`src/rtl/card_match_engine.sv`:
```
// Memory-card game engine: flips, pair checks, mismatch hold, move/pair counts.
// Define CARD_MATCH_MOVES_EN to build the saturating moves counter.
module card_match_engine #(
  parameter int NUM_PAIRS   = 8,
  parameter int HIDE_CYCLES = 50_000_000,
  parameter int POS_W       = $clog2(2*NUM_PAIRS),
  parameter int ID_W        = ($clog2(NUM_PAIRS) < 1) ? 1 : $clog2(NUM_PAIRS)
) (
  input  logic                             clk,
  input  logic                             reset,
  input  logic                             new_game,
  input  logic [2*NUM_PAIRS*ID_W-1:0]      card_ids,
  input  logic                             sel_valid,
  input  logic [POS_W-1:0]                 sel_pos,
  input  logic                             unselect_all,
  output logic                             sel_ack,
  output logic [2*NUM_PAIRS-1:0]           face_up,
  output logic [2*NUM_PAIRS-1:0]           matched,
  output logic                             match_pulse,
  output logic                             mismatch,
  output logic [$clog2(NUM_PAIRS+1)-1:0]   pairs_left,
  output logic [15:0]                      moves,
  output logic                             game_over,
  output logic                             busy
);

  localparam int NUM_CARDS = 2*NUM_PAIRS;
  localparam int PL_W      = $clog2(NUM_PAIRS+1);
  localparam int CNT_W     = $clog2(HIDE_CYCLES+1);

  typedef enum logic [2:0] {
    IDLE, ONE_UP, CHECK, SHOW, DONE
  } state_t;

  state_t           state;
  logic [POS_W-1:0] pos_a;
  logic [POS_W-1:0] pos_b;
  logic [CNT_W-1:0] hide_cnt;

  logic                 clr;
  logic                 in_range;
  logic                 accept;
  logic                 same_id;
  logic [NUM_CARDS-1:0] sel_mask;
  logic [NUM_CARDS-1:0] a_mask;
  logic [NUM_CARDS-1:0] b_mask;
  logic [ID_W-1:0]      id_a;
  logic [ID_W-1:0]      id_b;

  assign clr      = reset | new_game;
  assign in_range = int'(sel_pos) < NUM_CARDS;
  // Out-of-range shifts yield an all-zero mask, so no bounds hazard.
  assign sel_mask = NUM_CARDS'(1) << sel_pos;
  assign a_mask   = NUM_CARDS'(1) << pos_a;
  assign b_mask   = NUM_CARDS'(1) << pos_b;
  assign id_a     = card_ids[int'(pos_a)*ID_W +: ID_W];
  assign id_b     = card_ids[int'(pos_b)*ID_W +: ID_W];
  assign same_id  = id_a == id_b;
  assign accept   = sel_valid && !unselect_all && in_range &&
                    ((face_up & sel_mask) == '0);
  assign busy     = (state == CHECK) || (state == SHOW);

  always_ff @(posedge clk) begin
    if (clr) begin
      state       <= IDLE;
      pos_a       <= '0;
      pos_b       <= '0;
      hide_cnt    <= '0;
      sel_ack     <= 1'b0;
      face_up     <= '0;
      matched     <= '0;
      match_pulse <= 1'b0;
      mismatch    <= 1'b0;
      pairs_left  <= PL_W'(NUM_PAIRS);
      game_over   <= 1'b0;
    end else begin
      sel_ack     <= 1'b0;
      match_pulse <= 1'b0;
      case (state)
        IDLE: begin
          if (accept) begin
            face_up <= face_up | sel_mask;
            pos_a   <= sel_pos;
            sel_ack <= 1'b1;
            state   <= ONE_UP;
          end
        end
        ONE_UP: begin
          if (unselect_all) begin
            face_up <= matched;
            state   <= IDLE;
          end else if (accept) begin
            face_up <= face_up | sel_mask;
            pos_b   <= sel_pos;
            sel_ack <= 1'b1;
            state   <= CHECK;
          end
        end
        CHECK: begin
          if (same_id) begin
            matched     <= matched | a_mask | b_mask;
            match_pulse <= 1'b1;
            pairs_left  <= pairs_left - 1'b1;
            if (pairs_left == PL_W'(1)) begin
              game_over <= 1'b1;
              state     <= DONE;
            end else begin
              state <= IDLE;
            end
          end else begin
            mismatch <= 1'b1;
            hide_cnt <= CNT_W'(HIDE_CYCLES-1);
            state    <= SHOW;
          end
        end
        SHOW: begin
          if (unselect_all) begin
            face_up  <= matched;
            mismatch <= 1'b0;
            state    <= IDLE;
          end else if (hide_cnt == '0) begin
            face_up  <= face_up & ~(a_mask | b_mask);
            mismatch <= 1'b0;
            state    <= IDLE;
          end else begin
            hide_cnt <= hide_cnt - 1'b1;
          end
        end
        DONE: ;
        default: state <= IDLE;
      endcase
    end
  end

`ifdef CARD_MATCH_MOVES_EN
  always_ff @(posedge clk) begin
    if (clr) begin
      moves <= '0;
    end else if (state == CHECK && moves != 16'hFFFF) begin
      moves <= moves + 16'd1;
    end
  end
`else
  assign moves = '0;
`endif

endmodule

```
`config.mk`:
```
export PLATFORM = sky130hd
export DESIGN_NAME = card_match_engine
export DESIGN_NICKNAME = d
export VERILOG_FILES = /design/src/rtl/card_match_engine.sv
export SDC_FILE = /design/constraint.sdc
export NUM_CORES = 1
export LEC_CHECK = 0
export ABC_AREA = 1
export CAP_MARGIN = 5
export CELL_PAD_IN_SITES_DETAIL_PLACEMENT = 1
export CELL_PAD_IN_SITES_GLOBAL_PLACEMENT = 1
export CORE_ASPECT_RATIO = 1.5
export CORE_MARGIN = 2
export CORE_UTILIZATION = 36
export CTS_CLUSTER_SIZE = 8
export DETAILED_ROUTE_END_ITERATION = 10
export PLACE_DENSITY_LB_ADDON = 0.05
export RECOVER_POWER = 100
export SYNTH_ARGS = -nofsm -noshare
export SYNTH_HDL_FRONTEND = slang
export SYNTH_SLANG_ARGS = --single-unit
export TNS_END_PERCENT = 1
```
`constraint.sdc`:
```
create_clock -name clk -period 2.7 [get_ports clk]
set_input_delay 0.405 -clock clk [delete_from_list [all_inputs] [get_ports clk]]
set_output_delay 0.405 -clock clk [all_outputs]
set_load 0.02 [all_outputs]
```
==> results of run 1 <==
logic make-up (layout without fill, tap and decap cells):
logic type	Yosys count	after routing	synth area share [%]
AOI/OAI and AO/OA	158	158	15.4
xor gates and xnor gates	10	10	1.55
adders and majority gates	3	3	0.666
other	1	17	0.0665
and+or+nand+nor	551	551	41.7
buffers and inverters	165	244	13.4
DFF	77	77	27.3
sequential cells by signal (all words and copies together), names as in the netlist:
name,cells
pos_a,4
pairs_left,4
hide_cnt,26
game_over,1
face_up,16
matched,16
state,3
mismatch,1
sel_ack,1
match_pulse,1
pos_b,4
final cells by class:
type                    count  area [um2]  area share, %
diodes                      1        2.50         0.0353
clock buffers               9         225           3.18
clock inverters             6        40.0          0.565
inverters                  99         372           5.24
multi-input cells         738        3400           48.0
flip-flops and latches     77        1540           21.8
well taps                 203         254           3.58
repair buffers            130        1250           17.6
synth_stat cells:
cell / n / share of area (%)
a21oi_1: 49 / 4.3
a32oi_1: 3 / 0.47
buf_2: 22 / 2.0
or2_2: 6 / 0.67
buf_6: 4 / 0.80
xor2_1: 9 / 1.4
a31oi_1: 15 / 1.7
inv_1: 94 / 6.3
xnor2_1: 1 / 0.16
nand3_4: 1 / 0.31
nor2_2: 3 / 0.33
o22ai_1: 1 / 0.11
o31ai_1: 11 / 1.5
nand2_2: 3 / 0.33
ha_1: 3 / 0.67
clkbuf_1: 18 / 1.2
conb_1: 1 / 0.066
nor2_4: 3 / 0.60
buf_4: 20 / 2.7
inv_2: 4 / 0.27
nor2_1: 86 / 5.7
clkbuf_2: 1 / 0.089
o211ai_1: 1 / 0.13
nand2_4: 1 / 0.20
dfxtp_1: 77 / 27
nand2_1: 297 / 20
buf_1: 1 / 0.066
or2_1: 1 / 0.11
o21ai_1: 12 / 1.1
clkinv_1: 1 / 0.066
o21ai_0: 60 / 5.3
nand4_1: 9 / 1.0
nor3_1: 19 / 1.7
or2_0: 1 / 0.11
a22oi_1: 6 / 0.80
nand3_1: 117 / 10
nor4_1: 4 / 0.44
through the flow:
step	util (%)	cell area, um2	std cells
global route	45.8	7090	1263
floorplan	-	5700	980
finish	45.8	7090	1263
CTS	45.8	7090	1262
detailed placement	44.1	6830	1247
global placement	44.1	6830	1247
metal layers:
metal / GRT usage [%] / share of wire [%] / routed length, um / vias up
li1: - / - / - / 3274
met1: 27.3 / 41 / 8200 / 3096
met2: 48.2 / 54 / 10900 / 117
met3: 2.94 / 2.8 / 568 / 34
met4: 8.08 / 2.4 / 494 / 0
met5: 0 / 0 / 0 / -
worst min path at each step:
stage | to | cells past startpoint | from | slack (ns)
after detailed placement | game_over$_SDFFE_PP0P_ | 2 | game_over$_SDFFE_PP0P_ | 0.45
after global routing | game_over$_SDFFE_PP0P_ | 2 | game_over$_SDFFE_PP0P_ | 0.50
after floorplan | hide_cnt[13]$_SDFFE_PP0P_ | 2 | hide_cnt[13]$_SDFFE_PP0P_ | 0.46
final | game_over$_SDFFE_PP0P_ | 2 | game_over$_SDFFE_PP0P_ | 0.45
after global placement | game_over$_SDFFE_PP0P_ | 2 | game_over$_SDFFE_PP0P_ | 0.44
after CTS | game_over$_SDFFE_PP0P_ | 2 | game_over$_SDFFE_PP0P_ | 0.46
power by group through the flow:
stage | clock, mW | sequential, mW | combinational (mW)
after CTS | 1.16 | 1.15 | 0.380
final | 1.14 | 1.15 | 0.375
after floorplan | 0 | 1.17 | 0.226
after global routing | 1.20 | 1.15 | 0.420
after global placement | 0 | 1.17 | 0.374
after detailed placement | 0 | 1.17 | 0.379
worst max-delay path, cell delays in order (launching register included):
cell	delay, ns
dfxtp_1	0.35
inv_1	0.05
nor2_1	0.14
inv_1	0.16
nor2_4	0.12
inv_2	0.14
nand2_1	0.12
dlygate4sd3_1	0.69
==> results_dict.tcl, run 1 <==
set metrics [dict create \
    status "finished, final reports clean" \
    globalplace.congestion 0.875 \
    layout_common_cells "nand2_1, nand3_1, inv_1" \
    final_common_cell "nand2_1" \
    relSlewSlack_pct 57.7 \
    ys_seq_area_share_pct 27.3 \
    rsz0062_at_grt "false" \
    r2r-end "hide_cnt[1]$_SDFFE_PP0P_" \
    post-place-ws_ns 0.0262 \
    seq_power_share_pct 43.1 \
    wl_per_cell_um 16.0 \
    arrival_ns 2.11 \
    finalWirelength_um 20200 \
    hpwl_um 15400 \
    holdWs_ns 0.450 \
    tns_ns 0 \
    intPower_mw 1.91 \
    endpoint_kind "output port" \
    period_minus_slack_ns 2.51 \
    grt_usage_pct 24.7 \
    syn_inst 965 \
    core_um2 15500 \
    holdBufCountCts 0 \
    hold_violations 0 \
    fillers 2130 \
    first_pass_iters 4 \
    cts_tree "built" \
    grt_pass1_wl_um 33000 \
    crit_required_ns 2.30 \
    synth_area_um2 5640 \
    cts_buffer_depth 2 \
    numPortBuffers 97 \
    timing.rr.start "state[0]$_SDFFE_PP0P_" \
    p_total_mw 2.66 \
    syn2layout_area_growth_pct 25.6 \
    start_util_pct 36.4 \
    crit_start "state[0]$_SDFFE_PP0P_" \
    maxCapViolCount 0 \
    ir_worst_vdd_v 0.000214 \
    ctsResizeCount 0 \
    finalSetupViolations 0 \
    cts-root-buf "clkbuf_16" \
    crit_end "busy" \
    power.net_switching_mw 0.748 \
    viasPerCell 5.16 \
    clkPwrFrac_pct 42.8 \
    cts_setup_buffers 0 \
    grt_pass1_vias 6621 \
    die_w_um 106 \
    drt-initial-drc-count 262 \
    p_leak_nw 3.12 \
    num_rows 56 \
    r2r_slack_ns 0.36 \
    synth_cell_types 37 \
    max_clock_freq_mhz 398 \
    antenna_found_initial 1 \
    pwr_density_cell_nw_per_um2 375 \
    ant_nets 0 \
    critical_path_class "reg2out" \
    floorplan.die.height_um 157 \
    ys_warn_count 0 \
    fin_crit_sh_pct 93.1 \
    worstHoldPathType "reg2reg" \
    clk-insertion-delay-late_ns 0.34 \
    worstSetupStartpointType "flop" \
    drv_slew 0 \
    clkSinkCount 77 \
    avgSynthCellArea_um2 5.84 \
    cts.clk_slew.worst_paths_ns 0.06 \
    drc 0 \
    crit_fanout 13 \
    tightestPinTransition_ns 0.629 \
    drive_above_1_share_pct 6.33 \
    via_count 6521 \
    io_pins 114 \
    switching_share_pct 28.1 \
    skew_ns 0.00959 \
    fin_nets 1115 \
    die-area_um2 16700 \
    setup_slack_ns 0.187 \
    grt_max_degree 44 \
    rr_worst_depth 14 \
    synth-seq-cells 77 \
    htree_levels 3 \
    combPwrFrac_pct 14.1 \
    numCtsBuffers 9 \
    grt-ovfl-total 0 \
]
Power figures use the tool's default switching activity.
==> run 2: changes to the inputs <==
--- a/config.mk
+++ b/config.mk
@@ -14,6 +14,7 @@
 export CORE_UTILIZATION = 36
 export CTS_CLUSTER_SIZE = 8
 export DETAILED_ROUTE_END_ITERATION = 10
+export GPL_TIMING_DRIVEN = 0
 export PLACE_DENSITY_LB_ADDON = 0.05
 export RECOVER_POWER = 100
 export SYNTH_ARGS = -nofsm -noshare
==> run 2 against run 1 <==
Cell count is 2.4% higher. Via count is 1.4% higher. Total power is 5.4% higher. Largest cell class unchanged. Die area stayed put. Global-route usage is 1.6 points higher. Combinational power is 5% higher. Worst setup slack worse by 0.074 ns. Critical path type is now reg2reg. Maximum frequency is 2.8% lower. Clock power is 11% higher. Register-to-register slack worse by 0.25 ns. Design area is 1.6% higher.
==> results_dict.tcl, run 2 (same netlist as run 1, synthesis figures left out) <==
set metrics [dict create \
    status "finished, final reports clean" \
    io_pins 114 \
    holdBufCountCts 0 \
    crit_required_ns 2.98 \
    skew_ns 0.0111 \
    fin_crit_sh_pct 95.8 \
    core_um2 15500 \
    cts-root-buf "clkbuf_16" \
    numCtsBuffers 9 \
    pwr_density_cell_nw_per_um2 389 \
    stdcell_area_um2 7200 \
    endpoint_kind "flop" \
    num_rows 56 \
    relSlewSlack_pct 45.0 \
    crit_fanout 10 \
    p_leak_nw 3.20 \
    hold_violations 0 \
    drt-initial-drc-count 281 \
    ant_nets 0 \
    holdWs_ns 0.454 \
    numPortBuffers 94 \
    start_util_pct 36.4 \
    antenna_found_initial 0 \
    reg_top3 "hide_cnt x26, face_up x16, matched x16" \
    drc 0 \
    drive_above_1_share_pct 7.80 \
    worstHoldPathType "reg2reg" \
    regMostFlops "hide_cnt" \
    cts.clk_slew.worst_paths_ns 0.06 \
    grt_usage_pct 26.3 \
    finalWirelength_um 21700 \
    final_common_cell "nand2_1" \
    cts_tree "built" \
    tns_ns 0 \
    fillers 2186 \
    rsz0062_at_grt "true" \
    floorplan.die.height_um 157 \
    drv_slew 0 \
    first_pass_iters 4 \
    grt-ovfl-total 0 \
    cts_buffer_depth 2 \
    hpwl_um 17000 \
    tightestPinTransition_ns 0.822 \
    placed_area_um2 6890 \
    htree_levels 3 \
    maxCapViolCount 0 \
    layout_common_cells "nand2_1, nand3_1, inv_1" \
    arrival_ns 2.86 \
    die_w_um 106 \
    worstSetupStartpointType "flop" \
    setup_slack_ns 0.113 \
    clkSinkCount 77 \
    period_minus_slack_ns 2.59 \
    largest_reg_flops 26 \
    grt_max_degree 14 \
    via_count 6612 \
    wl_per_cell_um 16.8 \
    critical_path_class "reg2reg" \
    grt_pass1_wl_um 34100 \
    viasPerCell 5.11 \
    ir_worst_vdd_v 0.000238 \
    finalSetupViolations 0 \
    syn2layout_area_growth_pct 27.7 \
    max_clock_freq_mhz 387 \
    diodes 0 \
    grt_pass1_vias 6846 \
    die-area_um2 16700 \
    post-place-ws_ns -0.206 \
    clk-insertion-delay-late_ns 0.35 \
    fin_nets 1146 \
    globalplace.congestion 0.883 \
]
[run 2: changes by cell type in the layout (fill, tap and decap cells not counted), moves of 4 or more]
cell	delta
buf_4	-6
o21ai_0	-10
buf_2	+22
clkbuf_1	+17
buf_6	+4
o21ai_1	+10
[run 2: critical path, cell delays in order (launching register included)]
cell	delay (ns)
dfxtp_1	0.36
inv_1	0.11
clkbuf_1	0.46
nand2_1	0.19
nand3_1	0.12
nand3_1	0.07
nand2_1	0.11
nand2_1	0.05
nand2_1	0.14
nand3_4	0.13
nor2_4	0.20
nand2_2	0.16
buf_4	0.26
o21ai_1	0.14
[run 2: through the flow]
step	power [mW]	utilization, %	std cells
final	2.80	46.5	1293
after global routing	2.90	46.5	1293
after CTS	2.82	46.4	1291
after detailed placement	1.56	44.5	1277
after global placement	1.56	44.5	1277
after floorplan	1.40	-	980
[run 2: report_power, final]
part           total (mW)  internal [mW]  switching, mW
Combinational       0.394          0.158          0.237
Clock                1.26          0.740          0.520
Sequential           1.15           1.14        0.00595
Total                2.80           2.04          0.763
[run 2: area by class of cell]
cell class              instances  area (um2)  share of cell area, %
multi-input cells             738        3410                   47.3
flip-flops and latches         77        1540                   21.4
repair buffers                 96         950                   13.2
plain buffers                  65         378                   5.25
inverters                      99         372                   5.16
well taps                     203         254                   3.53
clock buffers                  10         239                   3.32
clock inverters                 5        60.1                  0.834
[run 2: path summary, 6_finish.rpt]
kind / slack (ns) / depth (start not counted) / startpoint / to
setup / recovery: 0.11 / 13 / pos_b[1]$_SDFFE_PP0P_ / matched[11]$_SDFFE_PP0P_
hold / removal: 0.45 / 2 / game_over$_SDFFE_PP0P_ / game_over$_SDFFE_PP0P_
setup reg to reg: 0.11 / 13 / pos_b[1]$_SDFFE_PP0P_ / matched[11]$_SDFFE_PP0P_
hold reg to reg: 0.45 / 2 / game_over$_SDFFE_PP0P_ / game_over$_SDFFE_PP0P_
[run 2: what timing repair did]
action | CTS | global route
gates cloned | 0 | 0
pin swaps | 0 | 1
resized for setup | 0 | 3
setup endpoints to repair | 1 | 54
setup buffers | 0 | 2
[run 2: layer usage]
| layer | routed length [um] | track usage, % | part of all wire (%) | vias to the layer above |
|---|---|---|---|---|
| met5 | 0 | 0 | 0 | - |
| met4 | 885 | 11.8 | 4.1 | 0 |
| met3 | 643 | 3.31 | 3.0 | 51 |
| met2 | 11600 | 50.7 | 54 | 129 |
| met1 | 8530 | 28.1 | 39 | 3089 |
| li1 | - | - | - | 3343 |
==> run 3: changes to the inputs <==
--- a/config.mk
+++ b/config.mk
@@ -7,11 +7,10 @@
 export LEC_CHECK = 0
 export ABC_AREA = 1
 export CAP_MARGIN = 5
-export CELL_PAD_IN_SITES_DETAIL_PLACEMENT = 1
-export CELL_PAD_IN_SITES_GLOBAL_PLACEMENT = 1
+export CELL_PAD_IN_SITES_DETAIL_PLACEMENT = 0
+export CELL_PAD_IN_SITES_GLOBAL_PLACEMENT = 2
 export CORE_ASPECT_RATIO = 1.5
-export CORE_MARGIN = 2
-export CORE_UTILIZATION = 36
+export CORE_UTILIZATION = 27
 export CTS_CLUSTER_SIZE = 8
 export DETAILED_ROUTE_END_ITERATION = 10
 export GPL_TIMING_DRIVEN = 0
==> run 3 against run 2 <==
Wire length is 4.8% higher. Clock power rose by 9.5%. Worst setup slack improved by 0.058 ns.
==> results_dict.tcl, run 3 (same netlist as run 1, synthesis figures left out) <==
set metrics [dict create \
    hold_violations 0 \
    drt-initial-drc-count 346 \
    period_minus_slack_ns 2.53 \
    reg_top3 "hide_cnt x26, face_up x16, matched x16" \
    io_pins 114 \
    viasPerCell 4.84 \
    rr_worst_depth 13 \
    arrival_ns 2.80 \
    die_w_um 120 \
    htree_levels 3 \
    clkSinkCount 77 \
    timing.rr.start "pos_a[2]$_SDFFE_PP0P_" \
    fin_nets 1146 \
    globalplace.congestion 0.819 \
    combPwrFrac_pct 13.6 \
    regMostFlops "hide_cnt" \
    grt_pass1_vias 6277 \
    r2r-end "matched[8]$_SDFFE_PP0P_" \
    status "finished, final reports clean" \
    hp-start "game_over$_SDFFE_PP0P_" \
    holdWs_ns 0.452 \
    cp_cell_sequence "clkdlybuf4s50_1 -> inv_1 -> nand3_1 -> nor2_1 -> nand2_1 -> nand3_1 -> nor2_1 -> nand3_2 -> clkbuf_2 -> o21ai_0 -> nand2_1 -> a31oi_1" \
    tightestPinTransition_ns 0.744 \
    seq_power_share_pct 39.1 \
    floorplan.die.height_um 179 \
    maxCapViolCount 0 \
    ir_worst_vdd_v 0.000271 \
    wl_per_cell_um 16.8 \
    drc 0 \
    hpwl_um 17800 \
    endpoint_kind "flop" \
    max_clock_freq_mhz 395 \
    crit_required_ns 2.97 \
    final_common_cell "nand2_1" \
    worstHoldPathType "reg2reg" \
    cts.clk_slew.worst_paths_ns 0.06 \
    clkPwrFrac_pct 47.2 \
    numCtsBuffers 9 \
    intPower_mw 2.12 \
    pwr_density_cell_nw_per_um2 400 \
    grt_usage_pct 21.5 \
    cts_tree "built" \
    crit_start "sel_pos[2]" \
    core_um2 20400 \
    grt_pass1_wl_um 34700 \
    drive_above_1_share_pct 7.97 \
    finalWirelength_um 22700 \
    critical_path_class "in2reg" \
    slowest_delay_ns 0.71 \
    via_count 6552 \
    cp_slowest_cell "clkdlybuf4s50_1" \
    die-area_um2 21500 \
    grt_max_degree 16 \
    tns_ns 0 \
    switching_share_pct 27.4 \
    finalSetupViolations 0 \
    antenna_found_initial 0 \
    rsz0062_at_grt "true" \
    largest_reg_flops 26 \
    start_util_pct 27.6 \
    drv_slew 0 \
    worstSetupStartpointType "input port" \
    holdBufCountCts 0 \
    p_leak_nw 3.22 \
    cts-root-buf "clkbuf_16" \
    layout_common_cells "nand2_1, nand3_1, inv_1" \
    grt-ovfl-total 0 \
    first_pass_iters 5 \
    cts_buffer_depth 2 \
    whs_endpoint "game_over$_SDFFE_PP0P_" \
    relSlewSlack_pct 50.4 \
    r2r_slack_ns 0.25 \
    min_delay_path_depth 2 \
    diodes 0 \
    numPortBuffers 94 \
    clk-insertion-delay-late_ns 0.35 \
    crit_fanout 10 \
    fin_crit_sh_pct 93.7 \
    utilization_pct 35.8 \
    syn2layout_area_growth_pct 29.7 \
    ant_nets 0 \
    num_rows 64 \
    power.net_switching_mw 0.803 \
    skew_ns 0.0105 \
]
run 3: cell type report:
type                            instances  area [um2]
Buffer                                 66         384
Clock buffer                            9         225
Clock inverter                          7         105
Fill cell                            2381       13100
Inverter                               99         372
Multi-Input combinational cell        738        3410
Sequential cell                        77        1540
Tap cell                              264         330
Timing Repair Buffer                   95         947
run 3: power by group through the flow:
stage	clock network, mW	logic, mW	registers (mW)
floorplan	0	0.226	1.17
global route	1.48	0.444	1.15
CTS	1.42	0.402	1.15
detailed placement	0	0.401	1.17
global placement	0	0.403	1.17
finish	1.38	0.399	1.15
run 3: per-stage QoR:
step,instance area (um2),worst slack (ns),power [mW],std cells
floorplan,5700,0.840,1.40,980
global placement,6970,-0.307,1.58,1338
detailed placement,6970,-0.284,1.57,1338
CTS,7310,0.0720,2.97,1355
global route,7310,-0.0187,3.07,1355
finish,7310,0.171,2.93,1355
run 3: metal layers:
metal  part of all wire [%]  vias to the layer above  GRT usage (%)
met1                     40                     3020           23.3
met5                      0                        -              0
li1                       -                     3352              -
met2                     54                      136           41.4
met4                    3.1                        0           8.75
met3                    2.7                       44           2.80
run 3: repair_timing:
action,in CTS,in global routing
pin swaps,1,0
resized for setup,2,4
setup endpoints to repair,1,30
setup buffers,1,0
run 3: worst max path at each step:
stage | endpoint | slack (ns) | depth (start not counted)
after floorplan | hide_cnt[10]$_SDFFE_PP0P_ | 0.84 | 16
final | face_up[3]$_SDFFE_PP0P_ | 0.17 | 12
after CTS | pos_b[3]$_SDFFE_PP0P_ | 0.07 | 12
after global placement | pos_b[3]$_SDFFE_PP0P_ | -0.31 | 12
after global routing | matched[14]$_SDFFE_PP0P_ | -0.02 | 12
after detailed placement | pos_b[3]$_SDFFE_PP0P_ | -0.28 | 12
run 3: critical path, delay by kind of cell:
kind | cells | cell delay, ns
and+or+nand+nor | 7 | 0.89
AOI/OAI and AO/OA | 2 | 0.33
buffers and inverters | 3 | 1.19
